File: config.mk
export PLATFORM = sky130hd
export DESIGN_NAME = pulse_tick_gen
export DESIGN_NICKNAME = d
export VERILOG_FILES = /design/src/rtl/pulse_tick_gen.sv
export SDC_FILE = /design/constraint.sdc
export NUM_CORES = 1
export LEC_CHECK = 0
export BUFFER_PORTS_ARGS = -buffer_cell sky130_fd_sc_hd__buf_2
export CAP_MARGIN = 20
export CELL_PAD_IN_SITES_DETAIL_PLACEMENT = 1
export CELL_PAD_IN_SITES_GLOBAL_PLACEMENT = 1
export CORE_AREA = 2 2 118 120
export DETAILED_ROUTE_END_ITERATION = 12
export DIE_AREA = 0 0 120 122
export PLACE_DENSITY_LB_ADDON = 0.1
export SYNTH_ARGS = -nofsm -noshare
export SYNTH_HDL_FRONTEND = slang
export SYNTH_SLANG_ARGS = --single-unit
File: constraint.sdc
create_clock -name clk -period 4.5 [get_ports clk]
set_clock_uncertainty 0.1 [all_clocks]
set_input_delay 0.45 -clock clk [delete_from_list [all_inputs] [get_ports clk]]
set_output_delay 0.45 -clock clk [all_outputs]
set_load 0.02 [all_outputs]
File: src/rtl/pulse_tick_gen.sv
`default_nettype none
// -----------------------------------------------------------------------------
// pulse_tick_gen : programmable periodic / one-shot pulse generator with a
//                  Gray-coded count of emitted pulses.          Revision 1.0
// -----------------------------------------------------------------------------
module pulse_tick_gen #(
  parameter int CNT_W          = 27,
  parameter int DEFAULT_PERIOD = 100000000,
  parameter int PW_W           = 4,
  parameter int TICK_W         = 4
) (
  input  logic              clk,
  input  logic              rst,
  input  logic              en,
  input  logic              mode,
  input  logic              start,
  input  logic              period_ld,
  input  logic [CNT_W-1:0]  period_in,
  input  logic [PW_W-1:0]   width_in,
  output logic              pulse,
  output logic              busy,
  output logic [TICK_W-1:0] tick_gray
);

  localparam int               XW    = (CNT_W > PW_W) ? CNT_W : PW_W;
  localparam logic [CNT_W-1:0] P_RST = CNT_W'(DEFAULT_PERIOD);
  localparam logic [PW_W-1:0]  W_RST = PW_W'(1);

  typedef enum logic [1:0] {
    IDLE  = 2'd0,
    RUN   = 2'd1,
    DELAY = 2'd2,
    PULSE = 2'd3
  } state_t;

  state_t              state, state_nxt;
  logic [CNT_W-1:0]    cnt, cnt_nxt, cnt_inc;
  logic [CNT_W-1:0]    period_act, period_sh, period_sh_nxt, period_ld_val;
  logic [PW_W-1:0]     width_act, width_sh, width_sh_nxt, width_ld_val;
  logic [TICK_W-1:0]   tick_bin, tick_bin_nxt;
  logic                pulse_nxt, tick_inc, apply_shadow;
  logic                period_end, width_end;

  always_comb begin
    period_ld_val = (period_in == '0) ? CNT_W'(1) : period_in;
    width_ld_val  = (width_in == '0) ? PW_W'(1) : width_in;
    period_sh_nxt = period_ld ? period_ld_val : period_sh;
    width_sh_nxt  = period_ld ? width_ld_val : width_sh;

    cnt_inc    = cnt + CNT_W'(1);
    period_end = (cnt == period_act - CNT_W'(1));
    width_end  = (XW'(cnt) == XW'(width_act) - XW'(1));

    state_nxt    = state;
    cnt_nxt      = '0;
    pulse_nxt    = 1'b0;
    tick_inc     = 1'b0;
    apply_shadow = 1'b0;

    case (state)
      IDLE: begin
        // Shadow values (including a load on this very edge) become active here.
        apply_shadow = 1'b1;
        if (en && !mode) begin
          state_nxt = RUN;
          pulse_nxt = 1'b1;
          tick_inc  = 1'b1;
        end else if (en && mode && start) begin
          state_nxt = DELAY;
        end
      end
      RUN: begin
        if (!en) begin
          state_nxt = IDLE;
        end else if (period_end) begin
          apply_shadow = 1'b1;
          pulse_nxt    = 1'b1;
          tick_inc     = 1'b1;
        end else begin
          cnt_nxt   = cnt_inc;
          pulse_nxt = (XW'(cnt_inc) < XW'(width_act));
        end
      end
      DELAY: begin
        if (!en) begin
          state_nxt = IDLE;
        end else if (period_end) begin
          state_nxt = PULSE;
          pulse_nxt = 1'b1;
          tick_inc  = 1'b1;
        end else begin
          cnt_nxt = cnt_inc;
        end
      end
      PULSE: begin
        if (!en || width_end) begin
          state_nxt = IDLE;
        end else begin
          cnt_nxt   = cnt_inc;
          pulse_nxt = 1'b1;
        end
      end
      default: state_nxt = IDLE;
    endcase

    tick_bin_nxt = tick_bin + TICK_W'(tick_inc);
  end

  always_ff @(posedge clk or negedge rst) begin
    if (!rst) begin
      state      <= IDLE;
      cnt        <= '0;
      pulse      <= 1'b0;
      busy       <= 1'b0;
      tick_bin   <= '0;
      tick_gray  <= '0;
      period_act <= P_RST;
      width_act  <= W_RST;
      period_sh  <= P_RST;
      width_sh   <= W_RST;
    end else begin
      state     <= state_nxt;
      cnt       <= cnt_nxt;
      pulse     <= pulse_nxt;
      busy      <= (state_nxt != IDLE);
      tick_bin  <= tick_bin_nxt;
      tick_gray <= tick_bin_nxt ^ (tick_bin_nxt >> 1);
      period_sh <= period_sh_nxt;
      width_sh  <= width_sh_nxt;
      if (apply_shadow) begin
        period_act <= period_sh_nxt;
        width_act  <= width_sh_nxt;
      end
    end
  end

endmodule
`default_nettype wire

# == Yosys cells after proc, flatten, opt, wreduce, memory -nomap -nowiden ==
# Index checks and enable logic that the tools add are counted.
# word_totals
register_bits,101
latch_bits,0
input_bits,37
romBits,0
elab_cells,56
n_memories,0
ram_bits,0
out_inout_bits,6
# op_classes
n_eq_ne,5
mux,24
n_bitwise,1
order_cmp,1
add_sub_neg,4
mul,0
shifts,0
div_mod_pow,0
reduce_logical,11
# ops
cell,count
27-bit two-way mux,5
27-bit equality test,2
27-bit case mux with 2 select lines,1
27-bit by 1-bit adder with 27-bit output (second input constant),1
27-bit zero test,1
27-bit by 4-bit less-than comparator with 1-bit output,1
27-bit by 1-bit subtractor with 27-bit output (second input constant),1
2-bit two-way mux,6
4-bit two-way mux,2
2-bit case mux with 4 select lines,1
1-bit two-way mux,6
4-bit by 1-bit subtractor with 5-bit output (second input constant),1
4-bit by 1-bit adder with 4-bit output,1
2-bit equality test (second input constant),2
4-bit zero test,1
1-bit case mux with 2 select lines,2
1-bit case mux with 4 select lines,1
4-bit by 3-bit XOR with 4-bit output,1
1-bit logical AND,3
2-bit by 1-bit equality test with 1-bit output (second input constant),1
1-bit zero test,2
2-bit zero test,1
2-bit nonzero test,1
2-bit OR reduction,1
1-bit logical OR,1

# == Logic depth before layout (Yosys ltp) ==
# Gate-level depths: netlist of run 1.
# depth
ltp_word,7
depth_mapped,13
ltp_nobuf,13

# == Worst setup path before layout of run 1 ==
# No wires, ideal clock.
# synth_path
kind,register to register
start,register period_act[0]
end,register tick_gray[1]
required_time_ns,4.321
period_less_slack_ns,3.335
t_arrival_ns,3.156
setup_ns,0.079
n_path_buf,0
stages_incl_launch_ff,14
setup_slack_ns,1.165
cell_sequence,dfrtp_1 > inv_1 > ha_1 > nor3b_2 > nand3_2 > a2111o_1 > o311a_1 > a2111oi_0 > nand4b_1 > o21ai_0 > ha_1 > ha_1 > xor2_1 > xor2_1
# synth_via
elab_chain_cells,7
# synth_rtl
item,line,rtl
from (decl),38,"logic [CNT_W-1:0] period_act, period_sh, period_sh_nxt, period_ld_val;"
from (signal assigned),131,period_act <= period_sh_nxt;
27-bit by 1-bit subtractor with 27-bit output,51,period_end = (cnt == period_act - CNT_W'(1));
27-bit equality test,51,
1-bit two-way mux,"75, 87",
1-bit two-way mux,85,if (!en) begin
1-bit case mux with 2 select lines,60,case (state)
4-bit by 1-bit adder with 4-bit output,106,tick_bin_nxt = tick_bin + TICK_W'(tick_inc);
net tick_bin_nxt[2],40,"logic [TICK_W-1:0] tick_bin, tick_bin_nxt;"
4-bit by 3-bit XOR with 4-bit output,127,tick_gray <= tick_bin_nxt ^ (tick_bin_nxt >> 1);
to (signal assigned),127,
to (decl),22,output logic [TICK_W-1:0] tick_gray
# The timed path passes the listed nets, and every way through them passes these cells.
# A chain may end at the register's enable or synchronous reset.

# == Worst setup path after layout of run 1 ==
# Ends and elaborated chain as after synthesis.

==> results list, run 1 <==
- Count of antenna diodes in the layout: 0
- In this run the worst path has a maximum fanout of 9.
* Post-Synthesis Net Count: 657
- Counting flops with a built-in enable in the synthesized netlist gives 0.
- Post-layout utilization of the core: 51.3%
- The routed layout has 4765 vias.
- The die covers 14600 µm².
* Transition time of the tightest slew-check pin: 1.08 ns
* Clock tree from TritonCTS: done
- Counting along the longest clock path gives a buffer depth of 2.
* Slack of the worst reg-to-reg path: 0.40 ns
- In the synthesized netlist the dominant register cell turns out to be sky130_fd_sc_hd__dfrtp_1.
- Wire length of the first global-routing pass: 26700 µm
- Compared with the post-synthesis result, the final layout area differs by 8.58%.
- Routed length per instance: 20.3 µm
- Synthesis inferred 100 register bits.
- Least setup slack across all paths after layout: 0.404 ns
* Effective utilization at floorplan: 47.3%
* Dominant cell type by count on the critical path: sky130_fd_sc_hd__ha_1
- Cell with the biggest individual delay on the critical path: sky130_fd_sc_hd__a2111o_1
* Number of buffers created by CTS: 9
* Vias/cell: 5.94
- Number of antenna violations at the first check in global routing: 0
- A synthesized cell averages 10.6 µm².
- Overflow left after global routing: 0
- Number of nets with antenna violations after routing: 0
- Total negative slack for setup checks: 0 ns
- STA classifies the critical path startpoint as a flip-flop.
- Once placement finished, the instance area stood at 6650 µm².
- Min Clock Period, post-route: 4.10 ns
- Number of DRC violations after detailed routing: 0
* Cell breakdown of the critical path: inv_1 > ha_1 > nor3b_4 > nand3_2 > a2111o_1 > o311a_1 > a2111oi_0 > nand4b_1 > o21ai_0 > ha_1 > ha_1 > xor2_1 > xor2_1
- Once detailed placement completed, the half-perimeter wirelength came to 12000 µm.
- Routability-driven placement finished with a final weighted congestion of 0.932.
* Most area-hungry cell type in the Yosys netlist: sky130_fd_sc_hd__dfrtp_1
* # port buffers: 42
- The H-tree was split into 3 levels.
* Layout cells sized above 1: 28.0%
* Latest clock arrival within the worst-skew pair: 0.36 ns
- Cells after synthesis: 605
- Post-Route WL: 16200 µm
- Result of the run: complete, no violations
* Achievable frequency: 0.244 GHz
* Worst min-delay path category: in2async
* Non-filler instance count after layout: 802
- In this run, distinct cell masters in the synthesized netlist total 72.
* Number of iterations in the first detailed-routing pass: 6
* Pin count of the biggest net entering global routing: 62
* RSZ-0062 raised after global routing: no
* Post-synth design cell area: 6390 µm²
- Yosys attributes the largest share of cell area to sky130_fd_sc_hd__dfrtp_1, sky130_fd_sc_hd__dfstp_2, sky130_fd_sc_hd__mux2_4, sky130_fd_sc_hd__xnor2_1, sky130_fd_sc_hd__mux2_2.
* Hold violation count in the final report: 0
* Worst voltage drop across the vdd grid: 0.343 mV
* Core Rows: 43
- Final net count: 669
- Global routing used 23.5% of the available tracks.
- After layout, the worst path uses 91.0% of the clock period.
- The number of setup buffers added after CTS is 0.
- Die Span Y: 122 µm
- For this design the static power due to leakage is 2.74 nW.
- Clock Root Buffer: sky130_fd_sc_hd__clkbuf_16
* Post-route cell area: 6930 µm²
- Measured along the x axis, the die boundary spans 120 µm.
* Number of max-cap violations: 0
- The critical path in this run is classified as reg2reg.
- In this run the standard cell core region covers 13500 µm².
* Placed Instances: 786
* Clk slew on worst S/H paths: 0.07 ns
- For this run, the register share of the synthesized area comes to 39.7%.
* Final number of max-transition violations: 0
- 43 I/O pins were placed.
- Data arrives at the worst endpoint at 4.28 ns.
- The via count of the first global-routing pass is 4984.
- The worst pin sits at a relative slew slack of 28.0%.
- DRT iter0 DRCs: 295
- Setup violations remaining at the end of the flow were counted as 0.
- For this design, the sink count on the clock tree is 100.
- For this run, asynchronously set or reset flops after synthesis account for 100%.
- Prior to clock tree synthesis, the placed netlist has a worst setup slack of 0.343 ns.
- Warnings from Yosys: 0
- The worst setup path is captured at a flip-flop.
- Power spread over the standard cell area amounts to 555 nW/µm².
* Crit-path max cell delay: 0.46 ns
- For the worst setup path, the data required time is 4.68 ns.
- After synthesis, the largest area contributor takes up 29.0% of total cell area.
[registers in the layout, indices dropped and copies added (netlist names)]
| name | flops |
|---|---|
| width_act | 4 |
| cnt | 27 |
| period_sh | 27 |
| busy | 1 |
| pulse | 1 |
| tick_bin | 4 |
| width_sh | 4 |
| state | 2 |
| tick_gray | 3 |
| period_act | 27 |
[cell usage in the layout (no fill, tap or decap), types with 4 or more instances in the layout]
cell type and n:
sky130_fd_sc_hd__dfrtp_1 74, sky130_fd_sc_hd__xnor2_1 42, sky130_fd_sc_hd__nand2b_1 9, sky130_fd_sc_hd__or2_2 4
sky130_fd_sc_hd__and3_1 6, sky130_fd_sc_hd__and4_1 5, sky130_fd_sc_hd__a21oi_1 15, sky130_fd_sc_hd__inv_1 14
sky130_fd_sc_hd__mux2_2 30, sky130_fd_sc_hd__nor3_1 16, sky130_fd_sc_hd__clkbuf_16 9, sky130_fd_sc_hd__o21ai_0 8
sky130_fd_sc_hd__ha_1 15, sky130_fd_sc_hd__nand2_1 28, sky130_fd_sc_hd__o31ai_1 4, sky130_fd_sc_hd__dfstp_2 26
sky130_fd_sc_hd__a211oi_1 28, sky130_fd_sc_hd__nand3b_1 5, sky130_fd_sc_hd__buf_4 9, sky130_fd_sc_hd__nor2_1 22
sky130_fd_sc_hd__nor4_1 26, sky130_fd_sc_hd__buf_2 41, sky130_fd_sc_hd__a31oi_1 5, sky130_fd_sc_hd__mux2_4 30
sky130_fd_sc_hd__or3_1 4, sky130_fd_sc_hd__xor2_1 31, sky130_fd_sc_hd__nand3_1 16, sky130_fd_sc_hd__nand4_1 20
[report_power, final]
part           leakage [nW]  internal (W)  switching [W]  total [W]
Sequential             1.21       0.00118       0.000347    0.00153
Clock                 0.134      0.000381       0.000365   0.000746
Combinational          1.40      0.000753       0.000819    0.00157
Total                  2.74       0.00231        0.00153    0.00385
[path summary, 6_finish.rpt]
kind | to | cells past startpoint | from
setup / recovery | tick_gray[1]$_DFF_PN0_ | 13 | period_act[0]$_DFFE_PN0P_
hold / removal | cnt[0]$_DFF_PN0_ | 1 | rst
setup reg to reg | tick_gray[1]$_DFF_PN0_ | 13 | period_act[0]$_DFFE_PN0P_
hold reg to reg | period_sh[5]$_DFF_PN0_ | 1 | period_sh[5]$_DFF_PN0_
max in group asynchronous | period_sh[21]$_DFF_PN1_ | 2 | rst
min in group clk | period_sh[19]$_DFF_PN0_ | 2 | period_in[19]
[synth_stat cells (all sizes together), types with 4 or more instances]
library cell	instances
dfrtp	74
mux2	60
xnor2	42
nor4	31
xor2	31
clkbuf	30
a211oi	28
nand2	28
dfstp	26
nor2	22
nand4	20
buf	19
nor3	18
nand3	17
a21oi	15
ha	15
inv	14
nand2b	9
o21ai	8
and3	6
or3	6
a31oi	5
and4	5
nand3b	5
o31ai	4
or2	4
or4b	4
[worst max-delay path: cells and delay by family, from the launching register on]
kind	cells	cell delay [ns]
buffers and inverters	1	0.09
xor gates and xnor gates	2	0.47
DFF	1	0.45
AOI/OAI and AO/OA	4	1.40
adders and majority gates	3	0.61
and+or+nand+nor	3	0.88
[through the flow]
| step | hold slack (ns) | total power, W |
|---|---|---|
| final | 0.0381 | 0.00385 |
| after global routing | 0.112 | 0.00408 |
| after CTS | 0.0733 | 0.00385 |
| after detailed placement | 0.393 | 0.00310 |
| after global placement | 0.380 | 0.00304 |
| after floorplan | 0.0544 | 0.00273 |
[timing repair]
| action | 4_1_cts | 5_1_grt |
|---|---|---|
| hold buffers | 0 | 0 |
| gates resized for setup | 0 | 3 |
| hold endpoints to repair | 0 | 0 |
| setup endpoints to repair | 0 | 2 |
[cells by family (layout without fill, tap and decap cells)]
| logic type | after synthesis | in the layout | synth area share [%] |
|---|---|---|---|
| AOI/OAI and AO/OA | 101 | 101 | 11.9 |
| xor gates and xnor gates | 73 | 73 | 10.0 |
| adders and majority gates | 15 | 15 | 2.94 |
| buffers and inverters | 63 | 80 | 4.56 |
| DFF | 100 | 100 | 39.7 |
| muxes | 61 | 61 | 12.5 |
| and+or+nand+nor | 192 | 192 | 18.4 |
[metal layers]
layer	part of all wire [%]	track usage, %
met1	48	32.2
met2	48	38.6
met3	2.5	2.90
met4	1.5	8.01
met5	0	0
[area by class of cell]
cell class	count	area, µm²
inverter	14	52.6
clock buffer	10	229
multi-input combinational	442	3570
tap	180	225
sequential	100	2530
fill	1505	6570
clock inverter	6	45.0
timing repair buffer	50	273
No activity file was read; power rests on OpenSTA's default activity.
==> run 2, diff against run 1 <==
--- a/config.mk
+++ b/config.mk
@@ -5,13 +5,14 @@
 export SDC_FILE = /design/constraint.sdc
 export NUM_CORES = 1
 export LEC_CHECK = 0
+export ABC_AREA = 1
 export BUFFER_PORTS_ARGS = -buffer_cell sky130_fd_sc_hd__buf_2
 export CAP_MARGIN = 20
 export CELL_PAD_IN_SITES_DETAIL_PLACEMENT = 1
 export CELL_PAD_IN_SITES_GLOBAL_PLACEMENT = 1
-export CORE_AREA = 2 2 118 120
+export CORE_AREA = 2 2 123 125
 export DETAILED_ROUTE_END_ITERATION = 12
-export DIE_AREA = 0 0 120 122
+export DIE_AREA = 0 0 125 127
 export PLACE_DENSITY_LB_ADDON = 0.1
 export SYNTH_ARGS = -nofsm -noshare
 export SYNTH_HDL_FRONTEND = slang
==> run 2 against run 1 <==
  * Sequential power decreased by 7%
  * Die area increased by 8.4%
  * Global-route usage increased by 1.1 points
  * Register-to-register slack improved by 0.76 ns
  * Non-clock buffer count decreased by 4
  * Via count increased by 24%
==> results list, run 2 <==
- The critical path goes through inv_1 > ha_1 > nand2_1 > nor2_1 > nand2_1 > nor2_2 > nand3_1 > nor2_1 > nand2_1 > nand2_1 > nand3_1 > nor2_2 > nand4_1 > a21oi_1 > ha_1 > ha_1 > xor2_1 > xor2_1.
- Unique masters post-synth: 38
- Number of antenna violations at the first check in global routing: 0
- The Yosys step of the flow raised 0 warnings.
- Effective utilization at floorplan: 44.9%
- Dominant cell type by count on the critical path: sky130_fd_sc_hd__nand2_1
* Busiest layer in global routing: met2
- Period Utilization, post-route: 74.1%
- Result of the run: complete, no violations
- Wire length of the first global-routing pass: 31400 µm
- The analysis attributes to net switching a power of 0.00172 W.
- Cell Pwr Density: 541 nW/µm²
- Crit-path max FO: 5
- For met2 alone, demand over resource in global routing was 42.4%.
- The synthesized design contains 0 enable-type register cells.
* Signed area change from the synthesized netlist to the final layout: 9.70%
- TritonCTS built the clock tree.
- Counting flops with an async set or reset pin after synthesis yields a share of 100%.
- The via count of the first global-routing pass came to 6303.
- At the pin with the least slew margin, the transition time is 0.963 ns.
- Total buffers and inverters traversed by the critical path: 1
* Die Span Y: 127 µm
* Number of nets with antenna violations after routing: 0
- Most common cell after layout, fill and taps aside: sky130_fd_sc_hd__nand2_1
- The largest single stage delay on the critical path is 0.41 ns.
- Crit Path Class: reg2reg
- Cells after synthesis: 926
- The max-slew violation total from the final report was 0.
- The wire-length estimate of the detail-placed layout is 14600 µm.
- Hold violation count in the final report: 0
- STA puts the critical path data arrival time at 3.51 ns.
- For met1 alone, demand over resource in global routing was 32.3%.
- Proportion of power drawn by the clock network: 20.6%
- Worst voltage drop across the vdd grid: 0.250 mV
* Core Rows: 44
- Clock tree synthesis inserted a total of 9 buffers.
* Most common cell in the synthesized netlist: sky130_fd_sc_hd__nand2_1
- Die area: 15900 µm²
- RSZ-0062 raised after global routing: no
- After the last flow step, the layout net total stands at 1012.
* Vias/cell: 5.14
- After synthesis the netlist holds a flip-flop and latch count of 100.
- Number of DRC violations after detailed routing: 0
- After detailed routing, the total wire length is 18400 µm.
- The number of hold buffers added after CTS was 0.
* Ranking of synthesized cells by instance count: sky130_fd_sc_hd__nand2_1, sky130_fd_sc_hd__nor2_1, sky130_fd_sc_hd__inv_1
- Worst min-delay path category: in2async
* Width of the die: 125 µm
- Setup violations remaining at the end of the flow were counted as 0.
- Switching part of the total: 44.8%
* Grt met3 use: 2.76%
- Leakage dissipation: 3.54 nW
- The clock period could shrink to 3.33 ns.
- Total negative slack for setup checks: 0 ns
- Summing the sequential cell areas from Yosys gives 39.1% of the chip area.
* Sequential share of power: 37.2%
- The core region is 14400 µm².
- CP Data Required Time: 4.67 ns
* Internal power summed over all cells: 0.00212 W
- On the critical path the largest part of the delay comes from simple AND/OR/NAND/NOR gates.
* Final estimated routing congestion in global placement: 0.874
- # port buffers: 42
- Routed length per instance: 16.1 µm
* CTS Sinks: 100
- Yosys attributes the largest share of cell area to sky130_fd_sc_hd__dfrtp_1, sky130_fd_sc_hd__nand2_1, sky130_fd_sc_hd__dfstp_2, sky130_fd_sc_hd__nor2_1, sky130_fd_sc_hd__nand3_1.
- Number of iterations in the first detailed-routing pass: 4
* Post-synth design cell area: 6470 µm²
- In this run, the number of DRC markers left after iteration 0 of detailed routing was 275.
* Count of antenna diodes in the layout: 0
- 43 I/O pins were placed.
- Most frequent cells in the layout: sky130_fd_sc_hd__nand2_1, sky130_fd_sc_hd__nor2_1, sky130_fd_sc_hd__inv_1
- Post-cts gate resize count: 0
* Achievable frequency: 0.300 GHz
* Number of levels in the clock H-tree: 3
* Post-Synthesis Mean Instance Area: 6.99 µm²
- The worst setup path is launched from a flip-flop.
* Largest registers: cnt (27), period_act (27), period_sh (27)
- Latest clock arrival within the worst-skew pair: 0.36 ns
- The worst setup path is captured at a flip-flop.
* Most area-hungry cell type in the Yosys netlist: sky130_fd_sc_hd__dfrtp_1
- Max-slew headroom at the worst pin: 35.8%
- The synthesized design devotes to its leading area cell type 28.6% of total area.
- Total via count after detailed routing: 5905
- Clock Root Buffer: sky130_fd_sc_hd__clkbuf_16
- Overall Power: 0.00384 W
* Global routing usage summed across all routing layers: 24.6%
- Post-Synthesis Net Count: 978
- Largest buffer count on any clock path: 2
- Clock-pin slew was measured on the worst setup and hold paths at 0.08 ns.
- In this run the post-CTS setup repair buffer count came out at 0.
- The share of total power dissipated in combinational logic is 42.2%.
* Cell with the biggest individual delay on the critical path: sky130_fd_sc_hd__dfrtp_1
- Layout cells sized above 1: 12.5%
* Overflow left after global routing: 0
- Pin count of the biggest net entering global routing: 76
* Number of max-cap violations: 0
* Most used DFF post-synth: sky130_fd_sc_hd__dfrtp_1
run 2: cell types whose count changed after synthesis, sizes merged, moves of 27 or more:
cell | before | now
nor4 | 31 | 3
a211oi | 28 | 1
inv | 14 | 100
nor2 | 22 | 151
mux2 | 60 | 0
nand3 | 17 | 82
nand2 | 28 | 323
run 2: final timing paths:
| kind | endpoint | cells past startpoint | slack, ns | startpoint |
|---|---|---|---|---|
| worst max-delay path | tick_gray[1]$_DFF_PN0_ | 18 | 1.17 | period_act[0]$_DFFE_PN0P_ |
| worst max register to register | tick_gray[1]$_DFF_PN0_ | 18 | 1.17 | period_act[0]$_DFFE_PN0P_ |
| worst min-delay path | cnt[0]$_DFF_PN0_ | 1 | 0.15 | rst |
| worst min register to register | period_sh[16]$_DFF_PN1_ | 2 | 0.38 | period_sh[16]$_DFF_PN1_ |
| max in group asynchronous | period_sh[22]$_DFF_PN1_ | 2 | 3.15 | rst |
| min in group clk | period_sh[16]$_DFF_PN1_ | 3 | 0.23 | period_in[16] |
run 2: cell type report:
| class | count | area, µm² |
|---|---|---|
| Inverter | 103 | 387 |
| Tap cell | 184 | 230 |
| Sequential cell | 100 | 2530 |
| Fill cell | 1891 | 7320 |
| Clock buffer | 9 | 225 |
| Clock inverter | 7 | 65.1 |
| Multi-Input combinational cell | 700 | 3410 |
| Timing Repair Buffer | 46 | 255 |
run 2: routing by layer:
metal | vias up | part of all wire [%]
met4 | 0 | 2.6
met3 | 31 | 2.7
li1 | 2943 | -
met1 | 2848 | 46
met5 | - | 0
met2 | 83 | 48
run 2: power by group through the flow:
| stage | Clock [W] | Combinational [W] | Sequential (W) |
|---|---|---|---|
| after CTS | 0.000810 | 0.00165 | 0.00143 |
| after floorplan | 0 | 0.00127 | 0.00137 |
| final | 0.000790 | 0.00162 | 0.00143 |
| after detailed placement | 0 | 0.00162 | 0.00144 |
| after global routing | 0.000837 | 0.00185 | 0.00147 |
| after global placement | 0 | 0.00154 | 0.00142 |
run 2: stage by stage:
| stage | utilization [%] | setup slack [ns] | cell area [µm²] | std cells | hold slack (ns) |
|---|---|---|---|---|---|
| 6_report | 49.2 | 1.17 | 7100 | 1149 | 0.149 |
| 4_1_cts | 49.2 | 1.14 | 7100 | 1149 | 0.178 |
| 2_1_floorplan | - | 1.75 | 6470 | 926 | 0.0544 |
| 3_5_place_dp | 47.2 | 1.23 | 6810 | 1133 | 0.366 |
| 3_3_place_gp | 47.1 | 1.42 | 6790 | 1132 | 0.358 |
| 5_1_grt | 49.2 | 0.814 | 7100 | 1149 | 0.229 |
run 2: worst reg2reg max path: stages (launching register included):
cell	delay (ns)
sky130_fd_sc_hd__dfrtp_1	0.41
sky130_fd_sc_hd__inv_1	0.12
sky130_fd_sc_hd__ha_1	0.26
sky130_fd_sc_hd__nand2_1	0.08
sky130_fd_sc_hd__nor2_1	0.15
sky130_fd_sc_hd__nand2_1	0.11
sky130_fd_sc_hd__nor2_2	0.21
sky130_fd_sc_hd__nand3_1	0.13
sky130_fd_sc_hd__nor2_1	0.11
sky130_fd_sc_hd__nand2_1	0.06
sky130_fd_sc_hd__nand2_1	0.09
sky130_fd_sc_hd__nand3_1	0.09
sky130_fd_sc_hd__nor2_2	0.16
sky130_fd_sc_hd__nand4_1	0.11
sky130_fd_sc_hd__a21oi_1	0.16
sky130_fd_sc_hd__ha_1	0.20
sky130_fd_sc_hd__ha_1	0.18
sky130_fd_sc_hd__xor2_1	0.33
sky130_fd_sc_hd__xor2_1	0.20
run 2: cells by family after synthesis:
kind of cell / synth area share (%)
AO/OA/AOI/OAI: 3.81
XOR/XNOR: 6.88
adder cells (fa/ha/maj): 2.90
buffers and inverters: 8.25
flip-flops: 39.1
AND/OR/NAND/NOR: 39.0
